`config.mk`:
```
export PLATFORM = sky130hd
export DESIGN_NAME = etapa_ex
export DESIGN_NICKNAME = d
export VERILOG_FILES = /design/src/rtl/etapa_ex.sv
export SDC_FILE = /design/constraint.sdc
export NUM_CORES = 1
export LEC_CHECK = 0
export CORE_UTILIZATION = 50
export CTS_CLUSTER_SIZE = 28
export DETAILED_ROUTE_END_ITERATION = 8
export HOLD_SLACK_MARGIN = 0.03
export PLACE_DENSITY = 0.64
export SYNTH_ARGS = -nofsm -noshare
export SYNTH_HDL_FRONTEND = slang
export SYNTH_SLANG_ARGS = --single-unit
export TNS_END_PERCENT = 1
```
`constraint.sdc`:
```
create_clock -name clk -period 7.35 [get_ports clk]
set_input_delay 0.735 -clock clk [delete_from_list [all_inputs] [get_ports clk]]
set_output_delay 0.735 -clock clk [all_outputs]
set_load 0.02 [all_outputs]
```
`src/rtl/etapa_ex.sv`:
```
// Execute stage of the 5-stage MIPS pipeline: single-cycle ALU plus iterative
// 32-cycle multiply/divide into HI/LO, with an EX/MEM output register.
module etapa_ex (
  input  logic        clk,
  input  logic        rst_n,
  input  logic        valid_in,
  input  logic [2:0]  alu_op,
  input  logic [31:0] data1,
  input  logic [31:0] data2,
  input  logic [4:0]  rd,
  input  logic [5:0]  funct,
  input  logic        reg_dst,
  output logic        stall,
  output logic        valid_out,
  output logic [31:0] result,
  output logic [31:0] store_data,
  output logic [4:0]  rd_out,
  output logic        reg_dst_out
);

  localparam logic [2:0] OP_ADD = 3'b000;
  localparam logic [2:0] OP_SUB = 3'b001;
  localparam logic [2:0] OP_R   = 3'b010;
  localparam logic [2:0] OP_AND = 3'b011;
  localparam logic [2:0] OP_OR  = 3'b100;
  localparam logic [2:0] OP_SLT = 3'b101;

  localparam logic [5:0] F_MFHI  = 6'h10;
  localparam logic [5:0] F_MFLO  = 6'h12;
  localparam logic [5:0] F_MULT  = 6'h18;
  localparam logic [5:0] F_MULTU = 6'h19;
  localparam logic [5:0] F_DIV   = 6'h1A;
  localparam logic [5:0] F_DIVU  = 6'h1B;
  localparam logic [5:0] F_ADD   = 6'h20;
  localparam logic [5:0] F_SUB   = 6'h22;
  localparam logic [5:0] F_AND   = 6'h24;
  localparam logic [5:0] F_OR    = 6'h25;
  localparam logic [5:0] F_XOR   = 6'h26;
  localparam logic [5:0] F_NOR   = 6'h27;
  localparam logic [5:0] F_SLT   = 6'h2A;
  localparam logic [5:0] F_SLTU  = 6'h2B;

  typedef enum logic [1:0] {IDLE, MUL, DIV} state_t;

  state_t      state;
  logic [4:0]  cnt;
  logic [31:0] hi;
  logic [31:0] lo;

  // Iteration datapath; only meaningful while state is MUL or DIV
  logic [63:0] acc;
  logic [63:0] mcand;
  logic [31:0] mplier;
  logic [31:0] rem;
  logic [31:0] quo;
  logic [31:0] dvsr;
  logic [31:0] dvd_raw;
  logic        neg_res;
  logic        neg_rem;
  logic        div_zero;

  logic        is_sgn;
  logic        issue_mul;
  logic        issue_div;
  logic [31:0] alu_res_p0;
  logic [63:0] acc_nxt;
  logic [63:0] prod_fix;
  logic [32:0] rem_sh;
  logic [32:0] diff;
  logic [31:0] rem_nxt;
  logic [31:0] quo_nxt;

  function automatic logic [31:0] mag(input logic [31:0] v, input logic sgn);
    mag = (sgn && v[31]) ? (32'd0 - v) : v;
  endfunction

  function automatic logic [31:0] alu_calc(input logic [2:0] op, input logic [5:0] fn,
                                           input logic [31:0] a, input logic [31:0] b,
                                           input logic [31:0] h, input logic [31:0] l);
    logic signed [31:0] sa;
    logic signed [31:0] sb;
    sa = a;
    sb = b;
    alu_calc = 32'd0;
    case (op)
      OP_SUB: alu_calc = a - b;
      OP_AND: alu_calc = a & b;
      OP_OR:  alu_calc = a | b;
      OP_SLT: alu_calc = {31'd0, sa < sb};
      OP_R: begin
        case (fn)
          F_ADD:   alu_calc = a + b;
          F_SUB:   alu_calc = a - b;
          F_AND:   alu_calc = a & b;
          F_OR:    alu_calc = a | b;
          F_XOR:   alu_calc = a ^ b;
          F_NOR:   alu_calc = ~(a | b);
          F_SLT:   alu_calc = {31'd0, sa < sb};
          F_SLTU:  alu_calc = {31'd0, a < b};
          F_MFHI:  alu_calc = h;
          F_MFLO:  alu_calc = l;
          default: alu_calc = 32'd0;
        endcase
      end
      default: alu_calc = a + b;
    endcase
  endfunction

  assign stall      = (state != IDLE);
  assign is_sgn     = ~funct[0];
  assign issue_mul  = (state == IDLE) && valid_in && (alu_op == OP_R) &&
                      ((funct == F_MULT) || (funct == F_MULTU));
  assign issue_div  = (state == IDLE) && valid_in && (alu_op == OP_R) &&
                      ((funct == F_DIV) || (funct == F_DIVU));
  assign alu_res_p0 = alu_calc(alu_op, funct, data1, data2, hi, lo);

  // One shift-add step and one restoring-division step per cycle
  always_comb begin
    acc_nxt  = mplier[0] ? (acc + mcand) : acc;
    prod_fix = neg_res ? (64'd0 - acc_nxt) : acc_nxt;
    rem_sh   = {rem, quo[31]};
    diff     = rem_sh - {1'b0, dvsr};
    rem_nxt  = rem_sh[31:0];
    quo_nxt  = {quo[30:0], 1'b0};
    if (!diff[32]) begin
      rem_nxt = diff[31:0];
      quo_nxt = {quo[30:0], 1'b1};
    end
  end

  always_ff @(posedge clk) begin
    if (issue_mul) begin
      acc     <= 64'd0;
      mcand   <= {32'd0, mag(data1, is_sgn)};
      mplier  <= mag(data2, is_sgn);
      neg_res <= is_sgn && (data1[31] ^ data2[31]);
    end else if (state == MUL) begin
      acc    <= acc_nxt;
      mcand  <= {mcand[62:0], 1'b0};
      mplier <= {1'b0, mplier[31:1]};
    end
    if (issue_div) begin
      rem      <= 32'd0;
      quo      <= mag(data1, is_sgn);
      dvsr     <= mag(data2, is_sgn);
      dvd_raw  <= data1;
      div_zero <= (data2 == 32'd0);
      neg_res  <= is_sgn && (data1[31] ^ data2[31]);
      neg_rem  <= is_sgn && data1[31];
    end else if (state == DIV) begin
      rem <= rem_nxt;
      quo <= quo_nxt;
    end
  end

  // EX/MEM register, FSM and HI/LO
  always_ff @(posedge clk) begin
    if (!rst_n) begin
      state       <= IDLE;
      cnt         <= 5'd0;
      hi          <= 32'd0;
      lo          <= 32'd0;
      valid_out   <= 1'b0;
      result      <= 32'd0;
      store_data  <= 32'd0;
      rd_out      <= 5'd0;
      reg_dst_out <= 1'b0;
    end else begin
      valid_out   <= 1'b0;
      result      <= 32'd0;
      store_data  <= 32'd0;
      rd_out      <= 5'd0;
      reg_dst_out <= 1'b0;
      case (state)
        IDLE: begin
          if (issue_mul) begin
            state <= MUL;
            cnt   <= 5'd0;
          end else if (issue_div) begin
            state <= DIV;
            cnt   <= 5'd0;
          end else if (valid_in) begin
            valid_out   <= 1'b1;
            result      <= alu_res_p0;
            store_data  <= data2;
            rd_out      <= rd;
            reg_dst_out <= reg_dst;
          end
        end
        MUL: begin
          cnt <= cnt + 5'd1;
          if (cnt == 5'd31) begin
            hi    <= prod_fix[63:32];
            lo    <= prod_fix[31:0];
            state <= IDLE;
          end
        end
        DIV: begin
          cnt <= cnt + 5'd1;
          if (cnt == 5'd31) begin
            state <= IDLE;
            if (div_zero) begin
              lo <= 32'hFFFF_FFFF;
              hi <= dvd_raw;
            end else begin
              lo <= neg_res ? (32'd0 - quo_nxt) : quo_nxt;
              hi <= neg_rem ? (32'd0 - rem_nxt) : rem_nxt;
            end
          end
        end
        default: state <= IDLE;
      endcase
    end
  end

endmodule

```
==> qor.txt <==
Status - finished clean
Fill cell count - 6,425
CP top delay family - compound AO/OA/AOI/OAI gates
Clk slew on worst S/H paths - 0.06 ns
Die height - 265 um
Final net count - 4,639
YS warnings - 0
GRT overflow - 0
Share of the yosys chip area belonging to registers - 0.298
Post-DP Area - 0.0367 mm2
Setup_tns - 0 ns
Vias per cell - 6.43
Mapped Nets - 4,649
FMAX - 156 MHz
Critical Path RT - 7.91 ns
Post-Synth Adder-Cell Area - 0.0750
Cts hold-fix bufs - 0
CTS resizes - 0
Post-synthesis cell count - 4,362
Setup CP Type - reg2reg
Worst setup SP type - flip-flop
Final instance area - 0.0387 mm2
Mapped cell area - 0.0346 mm2
Dominant synthesized flop cell - dfxtp_1
DR WL/cell - 24.5 um
Rows - 96
Final HPWL DP - 97,100 um
Commonest cells after routing, fill and taps aside - nand2_1, nor2_1, a21oi_1, o21ai_0, dfxtp_1
RSZ-0062 raised after global routing - no
Synth cell types - 103
Starting Density - 0.505
CP endpoint kind - flip-flop
Worst-Skew Late Latency - 0.63 ns
Most common cell after layout, fill and taps aside - nand2_1
Number of global-route vias before repair - 31,500
FFs w/ async S/R, synth - 0
Die Area - 0.0703 mm2
Setup Fix Bufs, Post-CTS - 0
Slew headroom - 0.240
GRT Total Usage - 0.360
MaxCap Viol Count - 0
Die width - 265 um
Area Overhead vs Synth - 11.7%
Drc violations - 0
CTS Root Cell - clkbuf_16
Final period utilization - 0.872
Mean area per synthesized cell - 7.93 um2
Total CTS buffers - 52
Boundary Pins - 154
CTS tree - yes
Clk sinks - 433
Routed WL - 130,000 um
WP buf/inv - 4
Maximum vdd drop - 217 uV
Worst path cell trace - inv_1 -> ha_1 -> inv_1 -> fa_1 -> a211oi_1 -> o211ai_1 -> nand2_1 -> o221ai_1 -> o21a_1 -> o211a_2 -> inv_1 -> o21ai_0 -> inv_1 -> ha_1 -> nand2_1 -> nor4_1 -> nand4_1 -> or4_1 -> a211o_1 -> o41ai_1 -> xnor2_1 -> a211o_1 -> a21oi_1
Post-DRT Antenna Nets - 0
Most common cell on crit path - inv_1
Worst Slack Setup Final - 0.937 ns
Area of the multi-input gates - 0.0226 mm2
CORE AREA - 0.0686 mm2
FF+latch area - 0.0103 mm2
CP max stage delay - 0.60 ns
Compound-Gate Fraction of Synth Area - 0.269
Worst Path Arrival - 6.97 ns
CP max FO - 7
Final Setup Violations - 0
Fin crit period - 6.41 ns
Pleak - 14.5 nW
Count of buffers from port buffering - 153
Total number of vias - 34,200
Initial antenna violation count - 2
Place WS - 1.13 ns
Worst hold path class - reg2reg
First-pass GRT wire length - 195,000 um
Fin. Hold Viols - 0
Clock tree buffer depth - 3
Slew Viols, Final - 0
Clk_skew - 0.0133 ns
RePlAce Congestion - 0.994
Number of synthesized flops with an enable pin - 163
Crit-path slowest cell - or4_1
Largest net degree at the start of global routing - 85
Pwr/cell area - 202 mW/mm2
H-tree depth - 2
Post-synthesis xor/xnor area fraction - 0.0706
Initial drt markers - 3,832
Drt pass-1 iters - 6
Post-Synth Simple-Gate Area - 0.198
Largest family of logic cells by synthesized area - compound AO/OA/AOI/OAI gates
FF+latch count, synth - 433
Share of layout cells above drive strength 1 - 0.0569
Util after Layout - 0.564
Mux share of post-synthesis cell area - 0.0391
Worst-Margin Slew - 1.13 ns
==> sequential cells by signal, indices dropped and copies added, names as in the netlist <==
name and cells:
cnt 5, rd_out 5, reg_dst_out 1, rem 32, state 2, dvsr 32
mcand 64, neg_rem 1, neg_res 1, store_data 32, hi 32, lo 32
mplier 32, valid_out 1, result 32, dvd_raw 32, quo 32, div_zero 1
acc 64
==> cell families after synthesis <==
group,after synthesis
fa+ha+maj,205
compound gates,1401
mux,133
flops,433
xor+xnor,279
buf+inv,454
simple gates,1457
==> area by class of cell <==
type | count | share of cell area
Inverter | 178 | 0.0173
Tap cell | 931 | 0.0301
Multi-Input combinational cell | 3475 | 0.585
Clock buffer | 64 | 0.0364
Antenna cell | 1 | 0.0000647
Sequential cell | 433 | 0.266
Timing Repair Buffer | 212 | 0.0507
Clock inverter | 34 | 0.0134
==> worst reg2reg max path: stages, from the launching register on <==
cell,delay [ns]
edfxtp_1,0.43
inv_1,0.08
ha_1,0.16
inv_1,0.05
fa_1,0.43
a211oi_1,0.33
o211ai_1,0.24
nand2_1,0.18
o221ai_1,0.29
o21a_1,0.31
o211a_2,0.33
inv_1,0.36
o21ai_0,0.25
inv_1,0.11
ha_1,0.24
nand2_1,0.08
nor4_1,0.42
nand4_1,0.23
or4_1,0.60
a211o_1,0.34
o41ai_1,0.38
xnor2_1,0.11
a211o_1,0.30
a21oi_1,0.10
==> per-layer routing <==
| layer | vias to the layer above | share of wire | GRT usage | routed length (um) |
|---|---|---|---|---|
| li1 | 16100 | - | - | - |
| met1 | 16300 | 0.42 | 0.479 | 54500 |
| met2 | 1565 | 0.44 | 0.560 | 57500 |
| met3 | 268 | 0.096 | 0.0811 | 12600 |
| met4 | 2 | 0.044 | 0.149 | 5730 |
| met5 | - | 0.00010 | 0 | 13 |
==> worst paths after layout <==
kind / startpoint / slack, ns / cells after the start / to
hold reg to reg: lo[29]$_SDFFE_PN0P_ / 0.46 / 2 / lo[29]$_SDFFE_PN0P_
setup reg to reg: quo[31]$_DFFE_PP_ / 0.94 / 23 / hi[26]$_SDFFE_PN0P_
setup / recovery: quo[31]$_DFFE_PP_ / 0.94 / 23 / hi[26]$_SDFFE_PN0P_
hold / removal: lo[29]$_SDFFE_PN0P_ / 0.46 / 2 / lo[29]$_SDFFE_PN0P_
==> report_power, final <==
group,leakage (nW),switching (mW),internal (mW)
logic,9.93,1.41,0.790
clock network,0.934,1.15,1.79
registers,3.68,0.0986,2.58
==> metrics by stage <==
stage          total power, mW  cells  hold slack, ns
6_report                  7.82   5328           0.461
5_1_grt                   8.12   5327           0.487
4_1_cts                   7.80   5327           0.460
3_5_place_dp              4.87   5229           0.451
3_3_place_gp              4.87   5229           0.433
2_1_floorplan             4.18   4362           0.416
==> synthesized netlist by cell type (all sizes together), types with 46 or more instances <==
| library cell | n | area, um2 |
|---|---|---|
| a22oi | 46 | 345 |
| a21o | 70 | 526 |
| dfxtp | 270 | 5410 |
| nor2 | 442 | 1660 |
| a21oi | 333 | 1690 |
| mux2i | 117 | 1170 |
| clkbuf | 224 | 841 |
| xnor2 | 218 | 1910 |
| inv | 175 | 657 |
| o21ai | 305 | 1530 |
| nand2b | 48 | 300 |
| a211oi | 109 | 833 |
| nand4 | 55 | 344 |
| nand3 | 74 | 375 |
| ha | 201 | 2510 |
| xor2 | 61 | 534 |
| a31oi | 56 | 363 |
| edfxtp | 163 | 4890 |
| nor3 | 90 | 455 |
| buf | 52 | 228 |
| o211ai | 46 | 350 |
| nand2 | 470 | 1760 |
Note: power is estimated with default switching activity, not from simulation.
